--- config.mk ---
export PLATFORM = sky130hd
export DESIGN_NAME = spm_lsu_bridge
export DESIGN_NICKNAME = d
export VERILOG_FILES = /design/src/rtl/spm_lsu_bridge_pkg.sv /design/src/rtl/spm_lsu_bridge_load_align.sv /design/src/rtl/spm_lsu_bridge.sv
export SDC_FILE = /design/constraint.sdc
export NUM_CORES = 1
export LEC_CHECK = 0
export ABC_CLOCK_PERIOD_IN_PS = 2600
export BUFFER_PORTS_ARGS = -buffer_cell sky130_fd_sc_hd__buf_2
export CORE_ASPECT_RATIO = 0.6
export CORE_MARGIN = 5
export CORE_UTILIZATION = 43
export DETAILED_ROUTE_END_ITERATION = 6
export GPL_ROUTABILITY_DRIVEN = 0
export GPL_TIMING_DRIVEN = 0
export PLACE_DENSITY = 0.82
export SLEW_MARGIN = 20
export SYNTH_ARGS = -nofsm -noshare
export SYNTH_HDL_FRONTEND = slang
export SYNTH_SLANG_ARGS = --single-unit
--- constraint.sdc ---
create_clock -name clock -period 2.6 [get_ports clock]
set_input_delay 0.52 -clock clock [delete_from_list [all_inputs] [get_ports clock]]
set_output_delay 0.52 -clock clock [all_outputs]
set_load 0.1 [all_outputs]
--- src/rtl/spm_lsu_bridge_pkg.sv ---
`default_nettype none
// ============================================================================
// Module      : spm_lsu_bridge_pkg
// Description : Shared encodings for the scratchpad load/store bridge:
//               access-size codes, FSM state type, read latency and the
//               alignment rule.
// Revision    : 1.0 - initial release
// ============================================================================
package spm_lsu_bridge_pkg;

  // CPU access-size encodings
  localparam logic [1:0] SIZE_BYTE    = 2'b00;
  localparam logic [1:0] SIZE_HALF    = 2'b01;
  localparam logic [1:0] SIZE_WORD    = 2'b10;
  localparam logic [1:0] SIZE_ILLEGAL = 2'b11;

  // Cycles from spmCs to valid dataFromSpm; the two RD_WAIT states cover it
  localparam int unsigned SPM_READ_LATENCY = 2;

  typedef enum logic [1:0] {
    ST_IDLE     = 2'd0,
    ST_RD_WAIT1 = 2'd1,
    ST_RD_WAIT2 = 2'd2,
    ST_RD_DONE  = 2'd3
  } lsu_state_e;

  // Illegal size, odd halfword, or word not on a 4-byte boundary
  function automatic logic is_misaligned(input logic [1:0] size,
                                         input logic [1:0] offset);
    logic bad;
    bad = 1'b0;
    case (size)
      SIZE_BYTE:    bad = 1'b0;
      SIZE_HALF:    bad = offset[0];
      SIZE_WORD:    bad = (offset != 2'b00);
      default:      bad = 1'b1;
    endcase
    return bad;
  endfunction

endpackage
`default_nettype wire

--- src/rtl/spm_lsu_bridge_load_align.sv ---
`default_nettype none
// ============================================================================
// Module      : spm_load_align
// Description : Moves the addressed byte/half of a raw scratchpad word down to
//               bit 0 and sign- or zero-extends it to 32 bits.
// Revision    : 1.0 - initial release
// ============================================================================
module spm_load_align
  import spm_lsu_bridge_pkg::*;
(
  input  logic [31:0] raw_word,
  input  logic [1:0]  offset,
  input  logic [1:0]  size,
  input  logic        is_signed,
  output logic [31:0] aligned
);

  logic [31:0] shifted;

  // Shift the selected lane down, then extend according to size and sign
  always_comb begin
    shifted = raw_word >> {offset, 3'b000};
    aligned = shifted;
    case (size)
      SIZE_BYTE: aligned = {{24{is_signed & shifted[7]}}, shifted[7:0]};
      SIZE_HALF: aligned = {{16{is_signed & shifted[15]}}, shifted[15:0]};
      default:   aligned = shifted;
    endcase
  end

endmodule
`default_nettype wire

--- src/rtl/spm_lsu_bridge.sv ---
`default_nettype none
// ============================================================================
// Module      : spm_lsu_bridge
// Description : Decodes CPU data accesses in the scratchpad window, drives the
//               word-addressed scratchpad port, waits out the registered read
//               latency and returns aligned, extended load data.
// Revision    : 1.0 - initial release
// ============================================================================
module spm_lsu_bridge
  import spm_lsu_bridge_pkg::*;
#(
  parameter logic [31:0] spmBaseAddress = 32'hC000_0000,
  parameter int unsigned spmSizeInBytes = 2048
) (
  input  logic        clock,
  input  logic        reset,
  input  logic        cpuRequest,
  input  logic [31:0] cpuAddress,
  input  logic        cpuWe,
  input  logic [1:0]  cpuSize,
  input  logic        cpuSigned,
  input  logic [31:0] cpuStoreData,
  output logic        cpuHit,
  output logic        cpuBusy,
  output logic        cpuDone,
  output logic        cpuError,
  output logic [31:0] cpuLoadData,
  output logic        spmCs,
  output logic        spmWe,
  output logic [17:0] spmAddress,
  output logic [3:0]  spmByteEnables,
  output logic [31:0] dataToSpm,
  input  logic [31:0] dataFromSpm
);

  // 33-bit window bounds so base + size cannot wrap past 2^32
  localparam logic [32:0] WIN_LO = {1'b0, spmBaseAddress};
  localparam logic [32:0] WIN_HI = {1'b0, spmBaseAddress} + 33'(spmSizeInBytes);

  lsu_state_e  state_q, state_d;
  logic        done_q, done_d;
  logic        error_q, error_d;
  logic [31:0] load_data_q, load_data_d;
  logic [1:0]  off_q, off_d;
  logic [1:0]  size_q, size_d;
  logic        signed_q, signed_d;

  logic        in_window;
  logic        can_accept;
  logic        accept;
  logic        misaligned;
  logic        spm_go;
  logic        load_go;
  logic [3:0]  lanes;
  logic [31:0] store_word;
  logic [31:0] aligned_word;

  // Address decode, accept qualification and store lane generation
  always_comb begin
    in_window  = ({1'b0, cpuAddress} >= WIN_LO) && ({1'b0, cpuAddress} < WIN_HI);
    can_accept = (state_q == ST_IDLE) || (state_q == ST_RD_DONE);
    accept     = cpuRequest & in_window & can_accept;
    misaligned = is_misaligned(cpuSize, cpuAddress[1:0]);
    spm_go     = accept & ~misaligned;
    load_go    = spm_go & ~cpuWe;

    lanes      = 4'b1111;
    store_word = cpuStoreData;
    case (cpuSize)
      SIZE_BYTE: begin
        lanes      = 4'b0001 << cpuAddress[1:0];
        store_word = {4{cpuStoreData[7:0]}};
      end
      SIZE_HALF: begin
        lanes      = cpuAddress[1] ? 4'b1100 : 4'b0011;
        store_word = {2{cpuStoreData[15:0]}};
      end
      default: begin
        lanes      = 4'b1111;
        store_word = cpuStoreData;
      end
    endcase
  end

  spm_load_align u_align (
    .raw_word  (dataFromSpm),
    .offset    (off_q),
    .size      (size_q),
    .is_signed (signed_q),
    .aligned   (aligned_word)
  );

  // Next-state, completion pulses and load-result capture
  always_comb begin
    state_d     = state_q;
    load_data_d = load_data_q;
    off_d       = off_q;
    size_d      = size_q;
    signed_d    = signed_q;
    done_d      = accept & (cpuWe | misaligned);
    error_d     = accept & misaligned;

    case (state_q)
      ST_IDLE:     state_d = load_go ? ST_RD_WAIT1 : ST_IDLE;
      ST_RD_WAIT1: state_d = ST_RD_WAIT2;
      ST_RD_WAIT2: begin
        state_d     = ST_RD_DONE;
        load_data_d = aligned_word;
        done_d      = 1'b1;
      end
      ST_RD_DONE:  state_d = load_go ? ST_RD_WAIT1 : ST_IDLE;
      default:     state_d = ST_IDLE;
    endcase

    if (load_go) begin
      off_d    = cpuAddress[1:0];
      size_d   = cpuSize;
      signed_d = cpuSigned;
    end
  end

  // State and output registers with synchronous reset
  always_ff @(posedge clock) begin
    if (reset) begin
      state_q     <= ST_IDLE;
      done_q      <= 1'b0;
      error_q     <= 1'b0;
      load_data_q <= 32'd0;
      off_q       <= 2'd0;
      size_q      <= SIZE_BYTE;
      signed_q    <= 1'b0;
    end else begin
      state_q     <= state_d;
      done_q      <= done_d;
      error_q     <= error_d;
      load_data_q <= load_data_d;
      off_q       <= off_d;
      size_q      <= size_d;
      signed_q    <= signed_d;
    end
  end

  assign cpuHit         = cpuRequest & in_window;
  assign cpuBusy        = (state_q == ST_RD_WAIT1) || (state_q == ST_RD_WAIT2);
  assign cpuDone        = done_q;
  assign cpuError       = error_q;
  assign cpuLoadData    = load_data_q;
  assign spmCs          = spm_go;
  assign spmWe          = spm_go & cpuWe;
  assign spmAddress     = spm_go ? 18'((cpuAddress - spmBaseAddress) >> 2) : 18'd0;
  assign spmByteEnables = spm_go ? lanes : 4'd0;
  assign dataToSpm      = spm_go ? store_word : 32'd0;

endmodule
`default_nettype wire

; Yosys cells after proc, flatten, opt, wreduce, memory -nomap -nowiden
; Cells that the tools add are included.
[totals]
word_cells = 49
reg_bits = 41
output_inout_bits = 92
[classes]
bitwise = 12
reduce_logical = 8
n_shift = 2
muxes = 11
eq_ne = 6
n_lt_le_gt_ge = 2
n_addsub = 1
[ops]
columns = op, count
row1 = $pmux 32 s2, 2
row2 = $ge 32x32->1 const B, 1
row3 = $lt 32x32->1 const B, 1
row4 = $mux 32, 1
row5 = $shr 32x5->32, 1
row6 = $sub 20x1->20 const B, 1
row7 = $mux 18, 1
row8 = $and 1x1->1, 9
row9 = $mux 4, 2
row10 = $pmux 4 s2, 1
row11 = $eq 2x1->1 const B, 3
row12 = $eq 2x2->1 const B, 3
row13 = $logic_not 2->1, 3
row14 = $pmux 2 s3, 1
row15 = $shl 1x2->4 const A, 1
row16 = $pmux 1 s3, 1
row17 = $logic_or 1x1->1, 2
row18 = $mux 1, 2
row19 = $not 1->1, 2
row20 = $reduce_bool 2->1, 1
row21 = $reduce_or 2->1, 1
row22 = $logic_and 1x1->1, 1
row23 = $or 1x1->1, 1

; Logic depth before layout (Yosys ltp)
[logic_depth]
word_depth = 8
ltp_mapped = 7
mapped_depth_nobuf = 6

; By module
; A second synthesis with hierarchy kept.
[unflattened]
cells_unflattened = 398
area_unflattened_um2 = 3274.4
[modules_own_cells]
columns = module, seq_area_each_um2, cells_per_inst, n_inst, area_each_um2
row1 = spm_lsu_bridge, 820.8, 292, 1, 2466.1
row2 = spm_load_align, 0.0, 106, 1, 808.3

; Worst setup path after synthesis
; No wires, ideal clock.
[synth_path]
path_type = input to output
start = input port cpuAddress[22]
end = output port spmByteEnables[0]
required_ns = 2.080
stages = 5
n_path_buf = 1
arrival_time_ns = 6.095
setup_slack_ns = -4.015
path_cell_list = nor4b_1 -> and4_1 -> buf_2 -> nand3_1 -> a2111oi_0
[synth_via]
elab_chain_cells = 6
[synth_lines]
columns = item, line_no
row1 = from (decl), spm_lsu_bridge.sv:18  ; input logic [31:0] cpuAddress,
row2 = $ge 32x32->1 or $lt 32x32->1 (tied branches), spm_lsu_bridge.sv:60  ; in_window = ({1'b0, cpuAddress} >= WIN_LO) && ({1'b0, cpuAddress} < WIN_HI);
row3 = $logic_and 1x1->1 *, spm_lsu_bridge.sv:60
row4 = $and 1x1->1 * (2 in series), spm_lsu_bridge.sv:62  ; accept = cpuRequest & in_window & can_accept;
row5 = $and 1x1->1 *, spm_lsu_bridge.sv:64  ; spm_go = accept & ~misaligned;
row6 = $mux 4 *, spm_lsu_bridge.sv:151  ; assign spmByteEnables = spm_go ? lanes : 4'd0;
row7 = to (decl), spm_lsu_bridge.sv:31  ; output logic [3:0] spmByteEnables,
; Every way passes the cells marked *; elsewhere a longest branch is shown, timed or not.

; Final worst setup path
[layout_path]
start = register state_q[0]
end = output port spmAddress[0]
[layout_via]
elab_chain_cells = 5
[layout_lines]
columns = item, line_no
row1 = from (decl), spm_lsu_bridge.sv:40  ; lsu_state_e state_q, state_d;
row2 = from (signal assigned), spm_lsu_bridge.sv:133  ; state_q <= state_d;
row3 = $eq 2x2->1 or $logic_not 2->1 (tied branches), spm_lsu_bridge.sv:61  ; can_accept = (state_q == ST_IDLE) || (state_q == ST_RD_DONE);
row4 = $logic_or 1x1->1 *, spm_lsu_bridge.sv:61
row5 = $and 1x1->1 *, spm_lsu_bridge.sv:62
row6 = $and 1x1->1 *, spm_lsu_bridge.sv:64
row7 = $mux 18 *, spm_lsu_bridge.sv:150  ; assign spmAddress = spm_go ? 18'((cpuAddress - spmBaseAddress) >> 2) : 18'd0;
row8 = to (decl), spm_lsu_bridge.sv:30  ; output logic [17:0] spmAddress,
; Marked as above.

==> impl_results.md <==
* Clk_lat worst skew at about 280 ps
* Reg2reg start: off_q[0]$_SDFFE_PP0P_
* DRT Wirelength at roughly 12 mm
* Period utilisation layout at around 100%
* Max-slew headroom at a little over half
* Max-Cap Viols at 0
* DIE AREA at between 8000 and 9000 um^2
* Comb pwr share at a little over a fifth
* Clk root buf: clkbuf_16
* Area of the mapped netlist at just under 3000 um^2
* Power Density at 311 nW/um^2
* Area of the multi-input gates at 2250 um^2
* Min-delay worst type: flop to flop
* Sw Share at 28.8%
* Tot GR Track Use at between 20% and 30%
* Outcome: finished clean
* Peak supply drop at roughly 270 uV
* Slew @ Worst Pin at between 600 and 700 ps
* Critical path endpoint category: output pin
* Fillcell total at approximately 470
* RSZ-0062 raised after global routing: yes
* CTS tree: done
* Cell variety after synth at 42
* Cell Rows at 23
* Clock buffer depth at 2
* Arrival time at the worst endpoint at about 2100 ps
* Input/output buffers at 180
* Synth Register Bits at just over 40
* Core area at ~6600 um^2
* Clock transition at path regs at 60 ps
* Drt wl/cell at between 15 and 20 um
* Via count at between 3k and 4k
* Final slew viol count at 0
* Ratio of cells with drive above 1 in the final layout at slightly above 50%
* Crit path max fanout at 10
* DR iter-0 viols at roughly 450
* P_sw at 443 uW
* Synth Instances at approximately 370
* DR pass1 iterations at 5
* ANT cells at 0
* Class of the most critical setup path: flop to output pin
* Synth warnings at 0
* GR Overflow Total at 0
* Number of enable flip-flop cells after synthesis at 0
* Asr flop ratio synth at 0%
* Hold Path End: cpuLoadData[26]$_SDFFE_PP0N_
* Die height at 73.8 um
* Hold_buf cts at 0
* Htree depth at 2
* DRC at 0
* Vias in the first global route at 3768
* Final Util at between 70% and 80%
* Worst setup SP type: flop
* Most used DFF post-synth: dfxtp_1
* Fin crit period at ~2600 ps
* R2r setup slk at between 300 and 400 ps
* Reg2reg end: cpuLoadData[23]$_SDFFE_PP0N_
* Largest net degree at the start of global routing at 12
* Cell internal pwr at around 1100 uW
* Hold Fails Final Rpt at 0
* Detail Route Antenna Nets at 0
* Total Nets Final at 673
* Starting density of the core at 43.9%
* Register area at roughly 820 um^2
* Seq/Total Area, Yosys at between 20% and 30%
* Clock power frac at 37.4%
* WP data required at between 2000 and 2500 ps
* Via/cell ratio at around 5.7
* CTS buffer count at 5
* Leak pwr at ~0.0022 uW
* Dpl ws at -556 ps
* Post-DP HPWL at slightly above 9 mm
* Setup crit start: state_q[0]$_SDFF_PP0_
* Antenna violations before repair at 0
* DIE WIDTH at around 120 um
* Min-Delay Startpoint: cpuLoadData[26]$_SDFFE_PP0N_
* Setup Viol. Count Final at 0
* Hold Crit Depth at 2
* Mean post-synth cell area at 7.94 um^2
* Final setup margin at approximately 19 ps
* Clk_skew at 6.87 ps
* Part of the power in registers at 40.9%
* R2r worst-path depth at 6
* Total clock sinks at 41
* IO Pins at around 200
* Layout Area Growth over Synthesis at 69.0%
* First-pass GRT wire length at 18.0 mm
* F_max at around 390 MHz
-- cells by family (layout without fill, tap and decap cells) --
kind of cell    count (synthesis)  after routing  synth area share [%]
simple gates                  143            143                  23.2
mux                            48             48                  20.7
xor+xnor                        1              1                 0.300
buf+inv                        52            243                  8.74
fa+ha+maj                       2              2                 0.857
flops                          41             41                  28.1
other cells                     1              9                 0.128
compound gates                 80             80                  17.9
-- synth_stat cells, types with 2 or more instances --
cell type | n | area share [%]
nor2_1 | 62 | 8.0
dfxtp_1 | 41 | 28
a21oi_1 | 34 | 5.8
mux2i_1 | 32 | 11
clkbuf_1 | 25 | 3.2
nand2_1 | 25 | 3.2
and3_1 | 17 | 3.6
a211oi_1 | 16 | 4.1
nor3_1 | 13 | 2.2
o21ai_0 | 11 | 1.9
buf_4 | 10 | 2.6
mux2_2 | 8 | 3.1
o2bb2ai_1 | 8 | 2.4
inv_1 | 7 | 0.90
nand4_1 | 7 | 1.5
buf_2 | 6 | 1.0
o31ai_1 | 5 | 1.3
mux4_1 | 4 | 3.6
mux4_2 | 4 | 3.1
nor2b_1 | 4 | 0.86
nor4_1 | 4 | 0.86
and2_1 | 2 | 0.43
buf_1 | 2 | 0.26
buf_6 | 2 | 0.77
ha_1 | 2 | 0.86
-- sequential cells by signal, summed over array words and instances, names as in the netlist --
register,cells
cpuLoadData,32
off_q,2
size_q,2
state_q,2
cpuDone,1
cpuError,1
signed_q,1
-- routing by layer --
metal / part of all wire (%) / vias up / routed length [um] / GRT usage (%)
li1: - / 1712 / - / -
met1: 42 / 1760 / 5190 / 35.7
met2: 47 / 217 / 5790 / 43.1
met3: 9.2 / 39 / 1140 / 6.17
met4: 2.3 / 0 / 285 / 8.75
met5: 0 / - / 0 / 0.606
-- what timing repair did --
item / 4_1_cts / 5_1_grt
endpoints found under the setup margin: 46 / 48
buffers inserted: 0 / 5
pin swaps: 1 / 6
resized for setup: 75 / 58
-- worst max-delay path, cell delays in order, from the launching register on --
cell and delay (ps):
dfxtp_1 330, inv_1 50, ha_2 380, o2111a_2 300, clkbuf_2 260, and3_2 230, buf_6 220
-- layout make-up --
cell class	count	share of cell area, %
flip-flops and latches	41	16.6
inverters	7	0.608
clock buffers	5	2.53
plain buffers	45	5.37
clock inverters	1	0.101
well taps	87	2.21
repair buffers	185	27.0
multi-input cells	283	45.5
-- how the worst max path moves through the flow --
stage	endpoint
floorplan	spmByteEnables[0]
global placement	dataToSpm[15]
detailed placement	dataToSpm[14]
CTS	dataToSpm[17]
global route	spmByteEnables[0]
finish	spmAddress[0]
-- cell usage in the layout (no fill, tap or decap), types with 2 or more instances in the layout --
cell,synthesis,layout
nor4_4,0,3
a21oi_4,0,5
and3_2,0,17
nor2_4,0,17
buf_8,0,16
conb_1,1,9
dfxtp_1,41,41
inv_1,7,6
o2bb2ai_1,8,8
clkbuf_1,25,18
nor3_1,13,10
clkbuf_4,0,8
o31ai_1,5,5
nor2b_1,4,4
nand2_1,25,24
buf_6,2,26
nor3_4,0,2
buf_4,10,16
nor2_1,62,43
clkbuf_16,0,5
o21ai_0,11,11
a21oi_2,0,4
mux2i_1,32,32
buf_12,0,6
buf_2,6,135
a21oi_1,34,25
clkbuf_2,0,4
mux4_1,4,4
a211oi_1,16,16
mux2_2,8,8
nor2_2,0,2
nand4_1,7,7
mux4_2,4,4
-- power by group through the flow --
stage	Clock (uW)	Combinational, uW	Sequential (uW)
global placement	0	304	642
detailed placement	0	312	642
global route	600	351	628
finish	575	333	628
floorplan	0	189	642
CTS	578	315	628
-- metrics by stage --
step	hold slack [ps]	total power, uW	setup TNS (ps)	std cells	cell area, um^2
finish	483	1540	0	654	4940
CTS	481	1520	0	649	4690
detailed placement	465	954	-17560	643	4340
global route	505	1580	-258	654	4940
floorplan	467	831	-7170	376	3330
global placement	464	946	-16010	643	4340
(Power assumes the default switching activity.)
